`config.mk`:
```
export PLATFORM = sky130hd
export DESIGN_NAME = gauss_window_feeder
export DESIGN_NICKNAME = d
export VERILOG_FILES = /design/src/rtl/gauss_window_feeder.sv
export SDC_FILE = /design/constraint.sdc
export NUM_CORES = 2
export LEC_CHECK = 0
export BUFFER_PORTS_ARGS = -buffer_cell sky130_fd_sc_hd__buf_2
export CAP_MARGIN = 20
export CORE_ASPECT_RATIO = 1.1
export CORE_UTILIZATION = 55
export CTS_BUF_LIST = sky130_fd_sc_hd__clkbuf_2 sky130_fd_sc_hd__clkbuf_4 sky130_fd_sc_hd__clkbuf_8
export CTS_CLUSTER_SIZE = 25
export DETAILED_ROUTE_END_ITERATION = 8
export PLACE_DENSITY = 0.74
export SLEW_MARGIN = 20
export SYNTH_ARGS = -nofsm -noshare
export SYNTH_HDL_FRONTEND = slang
export SYNTH_SLANG_ARGS = --single-unit
```
`constraint.sdc`:
```
create_clock -name clk_i -period 8.8 [get_ports clk_i]
set_input_delay 1.32 -clock clk_i [delete_from_list [all_inputs] [get_ports clk_i]]
set_output_delay 1.32 -clock clk_i [all_outputs]
set_load 0.005 [all_outputs]
```
`src/rtl/gauss_window_feeder.sv`:
```
// Producer side of the 3x3 Gaussian filter window interface: buffers two raster lines,
// issues every interior 3x3 neighbourhood to the filter and forwards the filtered result.
module gauss_window_feeder #(
  parameter int IMG_W   = 128,
  parameter int IMG_H   = 128,
  parameter int TIMEOUT = 255
) (
  input  logic       clk_i,
  input  logic       rst_i,
  input  logic [7:0] px_i,
  input  logic       px_valid_i,
  output logic       px_ready_o,
  output logic [7:0] win_0_o,
  output logic [7:0] win_1_o,
  output logic [7:0] win_2_o,
  output logic [7:0] win_3_o,
  output logic [7:0] win_4_o,
  output logic [7:0] win_5_o,
  output logic [7:0] win_6_o,
  output logic [7:0] win_7_o,
  output logic [7:0] win_8_o,
  output logic       en_o,
  input  logic       done_i,
  input  logic [7:0] res_i,
  output logic [7:0] res_o,
  output logic       res_valid_o,
  output logic       frame_done_o,
  output logic       err_o,
  output logic [1:0] dbg_state_o
);

  localparam int XW = $clog2(IMG_W);
  localparam int YW = $clog2(IMG_H);
  localparam int TW = $clog2(TIMEOUT + 1);

  typedef enum logic [1:0] {
    FILL  = 2'd0,
    ISSUE = 2'd1,
    GAP   = 2'd2
  } state_t;

  state_t        state;
  logic [XW-1:0] x;
  logic [YW-1:0] y;
  logic [TW-1:0] tmo_cnt;
  logic          last_win;
  logic [7:0]    lb0 [IMG_W];
  logic [7:0]    lb1 [IMG_W];
  logic [7:0]    win [9];

  logic accept;
  logic x_last;
  logic y_last;
  logic win_ok;

  // Handshake: px_i is consumed on any cycle with px_valid_i && px_ready_o; px_ready_o is
  // high only in FILL, so the producer holds px_i/px_valid_i stable until it is taken.
  assign accept = px_valid_i && px_ready_o;
  assign x_last = (x == XW'(IMG_W - 1));
  assign y_last = (y == YW'(IMG_H - 1));
  assign win_ok = (x >= XW'(2)) && (y >= YW'(2));

  assign win_0_o     = win[0];
  assign win_1_o     = win[1];
  assign win_2_o     = win[2];
  assign win_3_o     = win[3];
  assign win_4_o     = win[4];
  assign win_5_o     = win[5];
  assign win_6_o     = win[6];
  assign win_7_o     = win[7];
  assign win_8_o     = win[8];
  assign dbg_state_o = state;

  // Line buffers hold no reset: stale contents only reach rows y<2, which never issue.
  always_ff @(posedge clk_i) begin
    if (accept) begin
      lb1[x] <= lb0[x];
      lb0[x] <= px_i;
    end
  end

  always_ff @(posedge clk_i or posedge rst_i) begin
    if (rst_i) begin
      state        <= FILL;
      x            <= '0;
      y            <= '0;
      tmo_cnt      <= '0;
      last_win     <= 1'b0;
      px_ready_o   <= 1'b1;
      en_o         <= 1'b0;
      res_valid_o  <= 1'b0;
      frame_done_o <= 1'b0;
      err_o        <= 1'b0;
      res_o        <= '0;
      for (int i = 0; i < 9; i++) win[i] <= '0;
    end else begin
      res_valid_o  <= 1'b0;
      frame_done_o <= 1'b0;
      case (state)
        FILL: begin
          if (accept) begin
            // Shift the window left; the new column is {row y-2, row y-1, row y}.
            win[0] <= win[1];
            win[1] <= win[2];
            win[2] <= lb1[x];
            win[3] <= win[4];
            win[4] <= win[5];
            win[5] <= lb0[x];
            win[6] <= win[7];
            win[7] <= win[8];
            win[8] <= px_i;
            if (x_last) begin
              x <= '0;
              y <= y_last ? '0 : y + YW'(1);
            end else begin
              x <= x + XW'(1);
            end
            if (win_ok) begin
              state      <= ISSUE;
              en_o       <= 1'b1;
              px_ready_o <= 1'b0;
              tmo_cnt    <= '0;
              last_win   <= x_last && y_last;
            end
          end
        end
        ISSUE: begin
          if (done_i) begin
            res_o        <= res_i;
            res_valid_o  <= 1'b1;
            frame_done_o <= last_win;
            en_o         <= 1'b0;
            state        <= GAP;
          end else if (tmo_cnt == TW'(TIMEOUT - 1)) begin
            err_o <= 1'b1;
            en_o  <= 1'b0;
            state <= GAP;
          end else begin
            tmo_cnt <= tmo_cnt + TW'(1);
          end
        end
        GAP: begin
          // One idle cycle with en_o low lets the filter fall back to idle.
          state      <= FILL;
          px_ready_o <= 1'b1;
        end
        default: begin
          state      <= FILL;
          en_o       <= 1'b0;
          px_ready_o <= 1'b1;
        end
      endcase
    end
  end

endmodule

```
# After elaboration in Yosys (flattened, before gate mapping)
# Memories as Yosys holds them, arrays and structs flattened. A register that Yosys moved wholly into a read port is not among the register bits.
# Index checks and enable logic that the tools add are counted.
[classes]
n_eq_ne = 10
n_mux = 26
shifts = 0
addsub = 3
bitwise_logic = 3
n_reduce_logical = 14
div_mod_pow = 0
n_lt_le_gt_ge = 2
multipliers = 0
[ops]
columns = ["cell", "n"]
rows = [
  ["$mux W8", 4],
  ["$pmux W8 S2", 1],
  ["$reduce_and A3 Y1", 5],
  ["$add A7 B1 Y7 const B", 2],
  ["$eq A7 B7 Y1 const B", 2],
  ["$ge A7 B2 Y1 const B", 2],
  ["$mux W7", 2],
  ["$mux W1", 12],
  ["$add A8 B1 Y8 const B", 1],
  ["$eq A8 B8 Y1 const B", 1],
  ["$mux W2", 4],
  ["$ne A2 B2 Y1 const B", 4],
  ["$reduce_and A5 Y1", 1],
  ["$pmux W2 S2", 1],
  ["$reduce_and A2 Y1", 2],
  ["$reduce_and A4 Y1", 1],
  ["$logic_and A1 B1 Y1", 3],
  ["$ne A3 B3 Y1 const B", 1],
  ["$not A1 Y1", 3],
  ["$pmux W1 S3", 1],
  ["$eq A2 B1 Y1 const B", 1],
  ["$eq A2 B2 Y1 const B", 1],
  ["$logic_not A2 Y1", 1],
  ["$pmux W1 S2", 1],
  ["$reduce_bool A2 Y1", 1],
]
[totals]
out_inout_bits = 87
romBits = 0
latch_bits = 0
elab_cells = 79
mem_count = 2
mem_bits_rw = 2048
inputBits = 20
reg_bits = 102
[memory_table]
columns = ["memory", "depth", "width", "rd", "rd_ports_with_merged_regs", "wr", "line", "rtl"]
rows = [
  ["lb0", 128, 8, 1, 0, 1, "47", "logic [7:0] lb0 [IMG_W];"],
  ["lb1", 128, 8, 1, 1, 1, "48", "logic [7:0] lb1 [IMG_W];"],
]

# Logic depth before layout (Yosys ltp)
[logic_depth]
ltp_word = 5
depth_mapped = 13
ltp_nobuf = 9

# Worst setup path before layout
# Ideal clock, no wire load.
[synth_path]
path_kind = "register to register"
startpoint = "reg x[0]"
endpoint = "mem lb1[0][4] (data pin)"
slack_ns = 0.579
synth_period_minus_slack_ns = 8.221
path_stages_with_launch = 11
required_ns = 7.559
arrival_ns = 6.979
setup_ns = 1.241
path_cell_list = "dfrtp_1 buf_6 buf_6 buf_6 buf_2 buf_2 a21oi_1 a21oi_1 o21ai_0 o211a_1 o311ai_1"
[synth_between]
elab_chain_len = 1
[synth_lines]
columns = ["element", "line", "rtl"]
rows = [
  ["start: declaration", "43", "logic [XW-1:0] x;"],
  ["start signal: assignment", "116", "x <= x + XW'(1);"],
  ["$mem_v2 Z128 W8", "--", ""],
  ["end: declaration", "48", ""],
]
# No other way between the ends.

# Worst setup path in the final report
[layout_path]
startpoint = "reg x[2]"
endpoint = "reg win (netlist bit win_5_o[7]), read port of lb0"
[layout_between]
elab_chain_len = 1
[layout_lines]
columns = ["element", "line", "rtl"]
rows = [
  ["$mem_v2 Z128 W8", "--", ""],
  ["end: declaration", "49", "logic [7:0] win [9];"],
]
# No other way between the ends.
# A chain may end at the register's enable or synchronous reset.

==> out/qor.yml <==
logic_synthesis:
  synthFlopType: "edfxtp_1"
  async_flop_share_pct: 5.097
  yosys.area.top_type_share_pct: 73.50
  synth_edf_count: 2048
  ys_ff_latch: 2158
  yosysSeqAreaShare_pct: 76.79
  synth_area_leaders: "edfxtp_1 73%, a221oi_1 3.7%, dfrtp_1 3.3%, mux4_2 2.6%, mux2_2 1.7%"
  syn_area_per_cell_sq_um: 17.06
  syn_area_sq_mm: 0.08368
  synth.distinct_cells: 92
  syn_nets: 4930
  yosys_warnings: 0
  yosysTopAreaCell: "edfxtp_1"
  syn_inst: 4904
global_routing:
  grt_start_max_net_pins: 106
  grt_pass1_vias: 51010
  track_usage_pct: 34.78
  grt_first_pass_wirelength_microns: 377700
  grt_antenna_before_repair: 16
  overflow: 0
final_layout:
  syn_to_final_growth_pct: 11.70
  fin_cells: 7462
  final_common_cell: "edfxtp_1"
  drive_gt1_share_pct: 21.25
  final_cell_mix: "2,048 x edfxtp_1, 354 x a221oi_1, 347 x clkbuf_8, 319 x nand2_1, 296 x nor2_1"
  layout.nets: 5277
  finalCoreUtilization_pct: 62.13
  finalInstanceArea_sq_mm: 0.09347
detailed_routing:
  vias: 53360
  wl_microns: 270000
  drcViolationCount: 0
  viasPerCell: 7.150
  drt-pass1-iter-count: 6
  first_iter_violations: 10060
  ant_nets: 0
  wl_per_cell_microns: 36.18
placed_design:
  place_congestion: 0.9868
  portBuffers: 106
  placed_cell_area_sq_mm: 0.08714
  dp_hpwl_microns: 155800
  dp_cells: 6876
setup_path:
  path_common_cell: "buf_4"
  crit-reg2reg-launch: "x[2]$_DFFE_PP0P_"
  cp_cell_sequence: "buf_4, nand2_1, buf_4, o22ai_1, a2111oi_0, o311ai_1, a221o_4, buf_4, buf_16, mux2_2"
  r2r_cells: 10
  startpoint_type: "register"
  arrival_ps: 6960
  critPathBufInv: 4
  critPathKind: "reg -> reg"
  crit_path_top_delay_cell: "o311ai_1"
  cp_num_cells: 10
  end_kind: "register"
  critical_path.max_fanout: 73
  critPathMaxStageDelay_ps: 960
  reg2reg_slack_ps: 2810
  r2r-end: "win_5_o[7]$_DFFE_PP0P_"
  crit_family: "buffers and inverters"
  required_ps: 9760
worst_hold_path:
  min_path_type: "in -> async"
flow_run:
  maxCapViolCount: 0
clock_network:
  cts_sinks: 2158
  clockRootBuffer: "clkbuf_8"
  cts_buffer_depth: 4
  cts.reportedPaths.clkPinSlew_ps: 60
  cts_setup_buffers: 0
  clk_latency_ps: 1060
  cts_tree: "yes"
  cts_made_buffers: 334
  ctsResizeCount: 0
  htree_levels: 5
  cts_hold_buf: 0
timing:
  fin_setup_tns_ps: 0
  tightest_slew_ps: 1274
  fin_crit_sh_pct: 68.10
  setup-violations-final: 0
  max_freq_mhz: 166.9
  rsz0062_at_grt: "no"
  hold_viol: 0
  min_period_ps: 5993
  slew_headroom_pct: 13.96
  report.final.slew_viol_count: 0
  skew_ps: 59.59
die:
  start_util_pct: 55.62
  die_w_microns: 373.9
  core_sq_mm: 0.1504
  die-area_sq_mm: 0.1537
  rows: 149
  chipHeight_microns: 411.1
  io_pins: 107
run_status:
  status: "finished clean"
power_and_ir_drop:
  power.total_mw: 33.60
  p_per_area_mw_per_mm2: 359.5
  ir_worst_vdd_mv: 0.4913
  leakage_nw: 30.51
[worst max-delay path by stage]
| stage | from | endpoint | slack, ps |
|---|---|---|---|
| 2_1_floorplan | x[0]$_DFFE_PP0P_ | lb1[0][4]$_DFFE_PP_ | 580 |
| 3_3_place_gp | x[2]$_DFFE_PP0P_ | win_5_o[7]$_DFFE_PP0P_ | 3220 |
| 3_5_place_dp | x[2]$_DFFE_PP0P_ | win_5_o[7]$_DFFE_PP0P_ | 3060 |
| 4_1_cts | x[2]$_DFFE_PP0P_ | win_5_o[7]$_DFFE_PP0P_ | 3060 |
| 5_1_grt | x[2]$_DFFE_PP0P_ | win_5_o[7]$_DFFE_PP0P_ | 3070 |
| 6_report | x[2]$_DFFE_PP0P_ | win_5_o[7]$_DFFE_PP0P_ | 2810 |
[report_power, final]
group / internal (mW) / leakage [nW] / switching (mW)
Clock: 4.29 / 3.33 / 3.80
Combinational: 3.00 / 7.41 / 8.75
Sequential: 13.5 / 19.8 / 0.294
Total: 20.8 / 30.5 / 12.8
[logic make-up after synthesis]
group / count (synthesis) / synth area share (%)
AOI/OAI and AO/OA: 1189 / 10.58
buffers and inverters: 381 / 2.363
xor gates and xnor gates: 14 / 0.1465
muxes: 359 / 5.948
DFF: 2158 / 76.79
adders and majority gates: 6 / 0.08971
and+or+nand+nor: 797 / 4.087
[per-layer routing]
| metal | vias to the layer above | wire length, microns | track usage, % |
|---|---|---|---|
| li1 | 20670 | - | - |
| met1 | 26130 | 87410 | 44.00 |
| met2 | 5319 | 116100 | 50.36 |
| met3 | 1218 | 44280 | 12.78 |
| met4 | 18 | 21980 | 23.51 |
| met5 | - | 168 | 0 |
[per-stage QoR]
| step | hold slack [ps] | worst slack (ps) |
|---|---|---|
| 6_report | 405.3 | 2807 |
| 5_1_grt | 439.7 | 3074 |
| 3_5_place_dp | 456.6 | 3061 |
| 3_3_place_gp | 452.6 | 3219 |
| 2_1_floorplan | 460.0 | 579.5 |
| 4_1_cts | 369.3 | 3061 |
[synth_stat cells (14+ instances only)]
cell,n
a31oi_1,14
buf_1,30
nor3_1,29
mux4_2,97
o221ai_1,26
mux2_2,130
a21oi_1,190
a211oi_1,26
nand4_1,19
a221oi_1,354
o21ai_0,142
nand3_1,20
nor2_1,303
dfrtp_1,109
buf_2,150
o211ai_1,21
a22oi_1,166
nand2_1,322
o22ai_1,51
edfxtp_1,2048
buf_6,23
clkbuf_1,119
nor2b_1,38
mux2i_1,129
inv_1,14
a221o_1,42
buf_4,41
[state kept, by name (all words and copies together), names as in the netlist]
signal,flops
lb0,1024
y,7
win_4_o,8
dbg_state_o,2
x,7
win_6_o,8
win_1_o,8
win_3_o,8
lb1,1024
win_8_o,8
win_0_o,8
res_valid_o,1
px_ready_o,1
err_o,1
res_o,8
frame_done_o,1
win_7_o,8
tmo_cnt,8
win_2_o,8
last_win,1
win_5_o,8
en_o,1
[area by class of cell]
cell class / count / area (sq um)
multi-input combinational: 2365 / 17660
timing repair buffer: 376 / 2739
inverter: 16 / 71.32
sequential: 2158 / 64270
fill: 10450 / 56980
tap: 1963 / 2456
clock inverter: 102 / 548.0
antenna: 13 / 32.53
clock buffer: 469 / 5692
[worst reg2reg max path: stages, from the launching register on]
cell       delay [ps]
dfrtp_4           940
buf_4             810
nand2_1           780
buf_4             480
o22ai_1           190
a2111oi_0          80
o311ai_1          960
a221o_4           610
buf_4             440
buf_16            360
mux2_2            280
Note: power is estimated with default switching activity, not from simulation.
